File: src/rtl/adder_3bit_rr_ctrl.sv
// Round-robin arbiter that time-shares one 3-bit adder among NREQ requesters.
// Each operation takes IDLE -> CALC -> DONE and returns a registered result with a done pulse.

module adder_3bit (
  input  logic [2:0] a,
  input  logic [2:0] b,
  output logic [2:0] sum,
  output logic       carry
);
  assign {carry, sum} = {1'b0, a} + {1'b0, b};
endmodule

// Handshake: req is a level held by the requester; gnt marks the operation in flight,
// and done pulses for one cycle with gnt. Requesters drop req within a cycle of done.
module adder_3bit_rr_ctrl #(
  parameter int NREQ = 3
) (
  input  logic                clk,
  input  logic                rst_n,
  input  logic [NREQ-1:0]     req,
  input  logic [3*NREQ-1:0]   a_in,
  input  logic [3*NREQ-1:0]   b_in,
  output logic [NREQ-1:0]     gnt,
  output logic [NREQ-1:0]     done,
  output logic [2:0]          sum_out,
  output logic                carry_out,
  output logic                busy
);
  localparam int PW = $clog2(NREQ);
  localparam logic [NREQ-1:0] ONE = NREQ'(1);

  typedef enum logic [1:0] {IDLE, CALC, DONE} state_t;

  state_t          state;
  logic [PW-1:0]   ptr;
  logic [PW-1:0]   win_q;
  logic [PW-1:0]   win;
  logic            found;
  logic [2:0]      op_a;
  logic [2:0]      op_b;
  logic [2:0]      win_a;
  logic [2:0]      win_b;
  logic [2:0]      add_sum;
  logic            add_carry;

  // Search upward from ptr, wrapping, for the first active request.
  always_comb begin
    found = 1'b0;
    win   = '0;
    for (int k = 0; k < NREQ; k++) begin
      if (!found && req[(int'(ptr) + k) % NREQ]) begin
        found = 1'b1;
        win   = PW'((int'(ptr) + k) % NREQ);
      end
    end
  end

  assign win_a = a_in[3*int'(win) +: 3];
  assign win_b = b_in[3*int'(win) +: 3];
  assign busy  = (state != IDLE);

  adder_3bit u_adder (
    .a     (op_a),
    .b     (op_b),
    .sum   (add_sum),
    .carry (add_carry)
  );

  always_ff @(posedge clk or negedge rst_n) begin
    if (!rst_n) begin
      state     <= IDLE;
      ptr       <= '0;
      win_q     <= '0;
      op_a      <= '0;
      op_b      <= '0;
      gnt       <= '0;
      done      <= '0;
      sum_out   <= '0;
      carry_out <= 1'b0;
    end else begin
      case (state)
        IDLE: begin
          if (found) begin
            gnt   <= ONE << win;
            win_q <= win;
            op_a  <= win_a;
            op_b  <= win_b;
            state <= CALC;
          end
        end
        CALC: begin
          sum_out   <= add_sum;
          carry_out <= add_carry;
          done      <= gnt;
          state     <= DONE;
        end
        DONE: begin
          done  <= '0;
          gnt   <= '0;
          // The winner moves to the back of the queue.
          ptr   <= (int'(win_q) == NREQ - 1) ? '0 : win_q + 1'b1;
          state <= IDLE;
        end
        default: state <= IDLE;
      endcase
    end
  end
endmodule

File: config.mk
export PLATFORM = sky130hd
export DESIGN_NAME = adder_3bit_rr_ctrl
export DESIGN_NICKNAME = d
export VERILOG_FILES = /design/src/rtl/adder_3bit_rr_ctrl.sv
export SDC_FILE = /design/constraint.sdc
export NUM_CORES = 1
export LEC_CHECK = 0
export ABC_AREA = 1
export ABC_CLOCK_PERIOD_IN_PS = 2700
export CAP_MARGIN = 5
export CORE_ASPECT_RATIO = 2
export CORE_MARGIN = 2
export CORE_UTILIZATION = 25
export DETAILED_ROUTE_END_ITERATION = 10
export MAX_ROUTING_LAYER = met4
export SLEW_MARGIN = 0
export SYNTH_ARGS = -nofsm -noshare
export SYNTH_HDL_FRONTEND = slang
export SYNTH_SLANG_ARGS = --single-unit
File: constraint.sdc
create_clock -name clk -period 2.7 [get_ports clk]
set_clock_uncertainty 0.05 [all_clocks]
set_input_delay 0.81 -clock clk [delete_from_list [all_inputs] [get_ports clk]]
set_output_delay 0.81 -clock clk [all_outputs]
set_load 0.03 [all_outputs]
==> metrics, run 1 <==
Worst Hold Launch=win_q[1]; diode count=0; cells after synthesis=188; flop2flop setup slack=650 ps; antenna-violating nets left=0; number of setup buffers added after CTS=0; CP endpoint kind=output pin; FILL cells=644; Clock transition at path regs=60 ps; grt ovf=0; status=finished clean; Placement Setup Slack=235 ps; CTS resizes=0; Top Ports=34; DR WL/cell=11.4 microns; mux cell area share after synthesis=0%; final setup margin=406 ps; dpl hpwl=2.96 mm; fin crit period=2290 ps; Adder-Cell Fraction of Synth Area=10.9%; DR iter-0 viols=26; sequential share of the synthesized area=35.1%; Simple-Gate Fraction of Synth Area=30.8%; max-cap violations=0; Via Count=1315; crit path max fanout=4; area grow syn2layout=33.6%; vias per cell=4.26; CTS tree=done; Hold Fails Final Rpt=0; Hold Path Class=register to register; DRC violations left=0; hold path depth=1; final estimated routing congestion in global placement=0.903; # clock sinks=22; R2R Path Start=ptr[0]; peak supply drop=0.000710 V; Final period util=85.0%; leakage=0.999 nW; Slew Viols, Final=0; Slew HR=78.9%; Fmax=436 MHz; Fin Hold WS=415 ps; Clock Tree Buf Depth=2; Synth Register Bits=22; Synth Cell Area=1570 sq um; htree depth=1; # port buffers=33; worst skew pair latency=250 ps; CP required=1840 ps; Yosys Warn Count=0; compound-cell area share of the yosys netlist=12.9%; drt pass-1 iters=4; first-pass GRT wire length=6.16 mm; Critical R2R Capture=state[1]; CTS Hold Bufs=0; final setup fails=0; worst-margin pin slew=316 ps; nets=262; fraction of layout cells with a size suffix above 1=20.0%; DIE AREA=6960 sq um; number of global-route vias before repair=1399; die height=116 microns; Post-Syn Nets=224; PwrDens=1370 nW/um^2; largest family of logic cells by synthesized area=simple AND/OR/NAND/NOR gates; startpoint class of the critical path=register; Post-Syn Area per Cell=8.34 sq um; utilization after layout=34.6%; core area=6060 sq um; WP data arrival=1430 ps; Root Buffer=clkbuf_16; CTS Buf Count=3; initial antenna violation count=0; R2R depth=10; starting density of the core=25.9%; largest net degree at the start of global routing=23; chip width=60.0 microns; Yosys cell types=28; setup TNS=0 ps; Setup CP Type=register to output pin; RSZ-0062 raised after global routing=false; XOR/XNOR Fraction of Synth Area=0.559%; GRT Total Usage=11.8%; WL final=3.51 mm; row cnt=40; Hold EP=ptr[0]
final cells by class:
type | instances | area [sq um] | area share (%)
inverter | 38 | 145 | 6.93
clock buffer | 4 | 88.8 | 4.24
timing repair buffer | 34 | 340 | 16.2
tap | 84 | 105 | 5.02
multi-input combinational | 127 | 865 | 41.3
sequential | 22 | 551 | 26.3
synthesized netlist by cell type (all sizes together):
| library cell | count | share of area, % |
|---|---|---|
| a21o | 1 | 0.48 |
| a21oi | 16 | 6.5 |
| a31oi | 1 | 0.40 |
| buf | 1 | 0.48 |
| dfrtp | 22 | 35 |
| fa | 1 | 1.3 |
| ha | 12 | 9.6 |
| inv | 38 | 9.3 |
| nand2 | 37 | 13 |
| nand3 | 25 | 11 |
| nand4 | 5 | 3.8 |
| nor2 | 12 | 2.9 |
| nor3 | 1 | 0.32 |
| o21ai | 10 | 3.4 |
| o22ai | 4 | 1.6 |
| o31ai | 1 | 0.48 |
| xor2 | 1 | 0.56 |
worst max-delay path by stage:
| stage | startpoint | to | slack [ps] | depth (start not counted) |
|---|---|---|---|---|
| finish | state[0] | busy | 410 | 4 |
| global route | state[1] | busy | 330 | 4 |
| CTS | state[0] | busy | 10 | 4 |
| detailed placement | req[2] | op_b[2] | 230 | 11 |
| global placement | req[2] | op_a[2] | 260 | 11 |
| floorplan | req[2] | op_a[0] | 890 | 10 |
per-stage QoR:
| step | instances | cell area, sq um | power (mW) |
|---|---|---|---|
| floorplan | 188 | 1570 | 2.09 |
| global placement | 305 | 2000 | 2.54 |
| detailed placement | 305 | 2000 | 2.55 |
| CTS | 309 | 2090 | 2.91 |
| global route | 309 | 2090 | 3.16 |
| finish | 309 | 2090 | 2.86 |
flip-flops by register name (all words and copies together) (netlist names):
name,flops
carry_out,1
sum_out,3
op_a,3
ptr,2
state,2
done,3
win_q,2
gnt,3
op_b,3
cell families (layout without fill, tap and decap cells):
kind of cell	Yosys count	in the layout
simple gates	80	80
buf+inv	39	76
compound gates	33	33
flops	22	22
fa+ha+maj	13	13
xor+xnor	1	1
critical path: stages (launching register included):
cell and delay [ps]:
dfrtp_1 370, inv_1 100, ha_1 270, inv_1 140, dlymetal6s2s_1 300
layout by cell type, fill, tap and decap left out:
cell type        instances
nor3_1                   1
nor2_1                  12
buf_4                    1
nand3_4                  1
nand4_4                  1
ha_1                    12
clkdlybuf4s50_1         32
o31ai_1                  1
nand4_2                  2
o22ai_1                  4
a21oi_1                 10
o21ai_0                  4
dlymetal6s2s_1           1
a31oi_1                  1
inv_4                    1
nand3_2                  7
nand3_1                 17
nand2_1                 20
nand4_1                  2
dfrtp_1                 22
a21o_1                   1
o21ai_2                  1
o21ai_1                  5
clkbuf_16                3
a21oi_2                  6
nand2_4                  4
inv_1                   33
clkbuf_8                 1
xor2_1                   1
inv_2                    4
nand2_2                 13
fa_1                     1
report_power, final:
part	internal, mW	leakage [nW]	switching (mW)
Sequential	0.486	0.271	0.0944
Clock	0.226	0.0442	0.115
Combinational	0.710	0.684	1.23
layer usage:
metal | GRT usage (%) | vias up | wire length (microns)
li1 | - | 683 | -
met3 | 0.893 | 8 | 74
met2 | 21.3 | 24 | 2040
met5 | - | - | 0
met1 | 12.1 | 600 | 1260
met4 | 6.37 | 0 | 140
No activity file was read; power rests on OpenSTA's default activity.
==> inputs of run 2 (changes only) <==
Settings changed: ABC_CLOCK_PERIOD_IN_PS 2700 to 2400.
Clock period 2.7 ns to 2.4 ns, I/O delays scaled along.
==> run 2 against run 1 <==
  * Clock power up 37%
  * Power up 20%
  * Combinational power up 19%
  * Worst setup slack worse by 200 ps
  * Design area up 2.6%
  * Sequential share of layout area down 0.67 points
  * Sequential power up 13%
  * Worst hold slack better by 6.8 ps
  * Critical endpoint unchanged
  * Largest cell class unchanged
==> metrics, run 2 (synthesized netlist as in run 1, its figures left out) <==
status=finished clean; leakage=1.02 nW (+2.3%); setup TNS=0 ps (unchanged); Setup crit start=state[0]; Hold Path Class=register to register; number of setup buffers added after CTS=0 (unchanged); DIE AREA=6960 sq um (unchanged); # clock sinks=22 (unchanged); fin crit period=2200 ps; Clock Tree Buf Depth=2 (unchanged); largest net degree at the start of global routing=23 (unchanged); Worst Hold Launch=sum_out[0]; Clock transition at path regs=60 ps (about the same); CP required=1630 ps (-210 ps); final setup fails=0 (unchanged); crit path max fanout=4 (unchanged); Via Count=1354 (+3.0%); worst skew pair latency=260 ps (about the same); CP endpoint kind=output pin; area grow syn2layout=37.1%; Hold Fails Final Rpt=0 (unchanged); Fmax=455 MHz; DRC violations left=0 (unchanged); RSZ-0062 raised after global routing=false; Slew HR=79.0% (+0.092 points); WL final=3.56 mm (+1.5%); DR iter-0 viols=69 (+170%); WP data arrival=1430 ps (about the same); fraction of layout cells with a size suffix above 1=21.4% (+1.4 points); drt pass-1 iters=4 (unchanged); row cnt=40 (unchanged); DR WL/cell=11.4 microns (+0.21%); number of global-route vias before repair=1451 (+3.7%); Root Buffer=clkbuf_16; final estimated routing congestion in global placement=0.881 (-2.5%); nets=266 (+1.5%); dpl hpwl=3.02 mm (+1.9%); GRT Total Usage=11.9% (+0.043 points); chip width=60.0 microns (unchanged); Setup CP Type=register to output pin; CTS tree=done; grt ovf=0 (unchanged); CTS Hold Bufs=0 (unchanged); die height=116 microns (unchanged); commonest non-fill, non-tap cell in the layout=inv_1; Slew Viols, Final=0 (unchanged); peak supply drop=0.000716 V (+0.82%); sequential standard cell area=551 sq um (unchanged); PwrDens=1590 nW/um^2 (+17%); Multi-input gate area=865 sq um (unchanged); Final period util=91.6%; Fin Hold WS=422 ps (+6.82 ps); antenna-violating nets left=0 (unchanged); vias per cell=4.33 (+1.6%); htree depth=1 (unchanged); R2R Path Start=ptr[0]; CTS Buf Count=3 (unchanged); commonest non-fill, non-tap cells in the layout=inv_1, clkdlybuf4s50_1, dfrtp_1, nand2_1, nand3_1; FILL cells=641 (-0.47%); max-cap violations=0 (unchanged); initial antenna violation count=0 (unchanged); # port buffers=33 (unchanged); core area=6060 sq um (unchanged); Top Ports=34 (unchanged); diode count=0 (unchanged); starting density of the core=25.9% (unchanged); first-pass GRT wire length=6.20 mm (+0.68%); worst-margin pin slew=314 ps (-1.85 ps); startpoint class of the critical path=register
[run 2: cell type report]
cell class / count / share of cell area, %
multi-input combinational: 127 / 40.2
sequential: 22 / 25.6
timing repair buffer: 38 / 17.6
inverter: 38 / 6.75
tap: 84 / 4.89
clock buffer: 3 / 3.49
clock inverter: 1 / 1.40
[run 2: metal layers]
metal,GRT usage [%],vias up,part of all wire [%]
met5,-,-,0
met4,6.52,0,2.4
met3,0.558,6,2.3
met2,22.1,21,60
met1,11.6,636,35
li1,-,691,-
[run 2: critical path, cell delays in order (launching register included)]
cell and delay (ps):
dfrtp_1 370, inv_1 100, ha_1 220, inv_1 80, dlygate4sd2_1 400
[run 2: final timing paths]
check | cells past startpoint | end | slack, ps
setup / recovery | 4 | busy | 200
hold / removal | 2 | sum_out[0] | 420
setup reg to reg | 12 | op_b[0] | 250
hold reg to reg | 2 | sum_out[0] | 420
max in group asynchronous | 2 | sum_out[2] | 1300
min in group asynchronous | 2 | done[1] | 760
[run 2: metrics by stage]
stage / power (mW) / area (sq um) / std cells / setup WS [ps] / utilization (%)
finish: 3.42 / 2150 / 313 / 202 / 35.5
global route: 3.75 / 2150 / 313 / 87.4 / 35.5
CTS: 3.47 / 2150 / 313 / 180 / 35.5
detailed placement: 3.00 / 2050 / 309 / 9.19 / 33.8
global placement: 2.96 / 2050 / 309 / 5.07 / 33.8
floorplan: 2.35 / 1570 / 188 / 624 / -
[run 2: power breakdown]
part           internal (mW)  switching (mW)  total (mW)
clock                  0.331           0.135       0.466
combinational          0.886            1.42        2.30
sequential             0.547           0.108       0.655
[run 2: repair_timing]
action / CTS / global route
setup endpoints to repair: 1 / 0
gates resized for setup: 1 / 0
endpoints found under the hold margin: 0 / 0
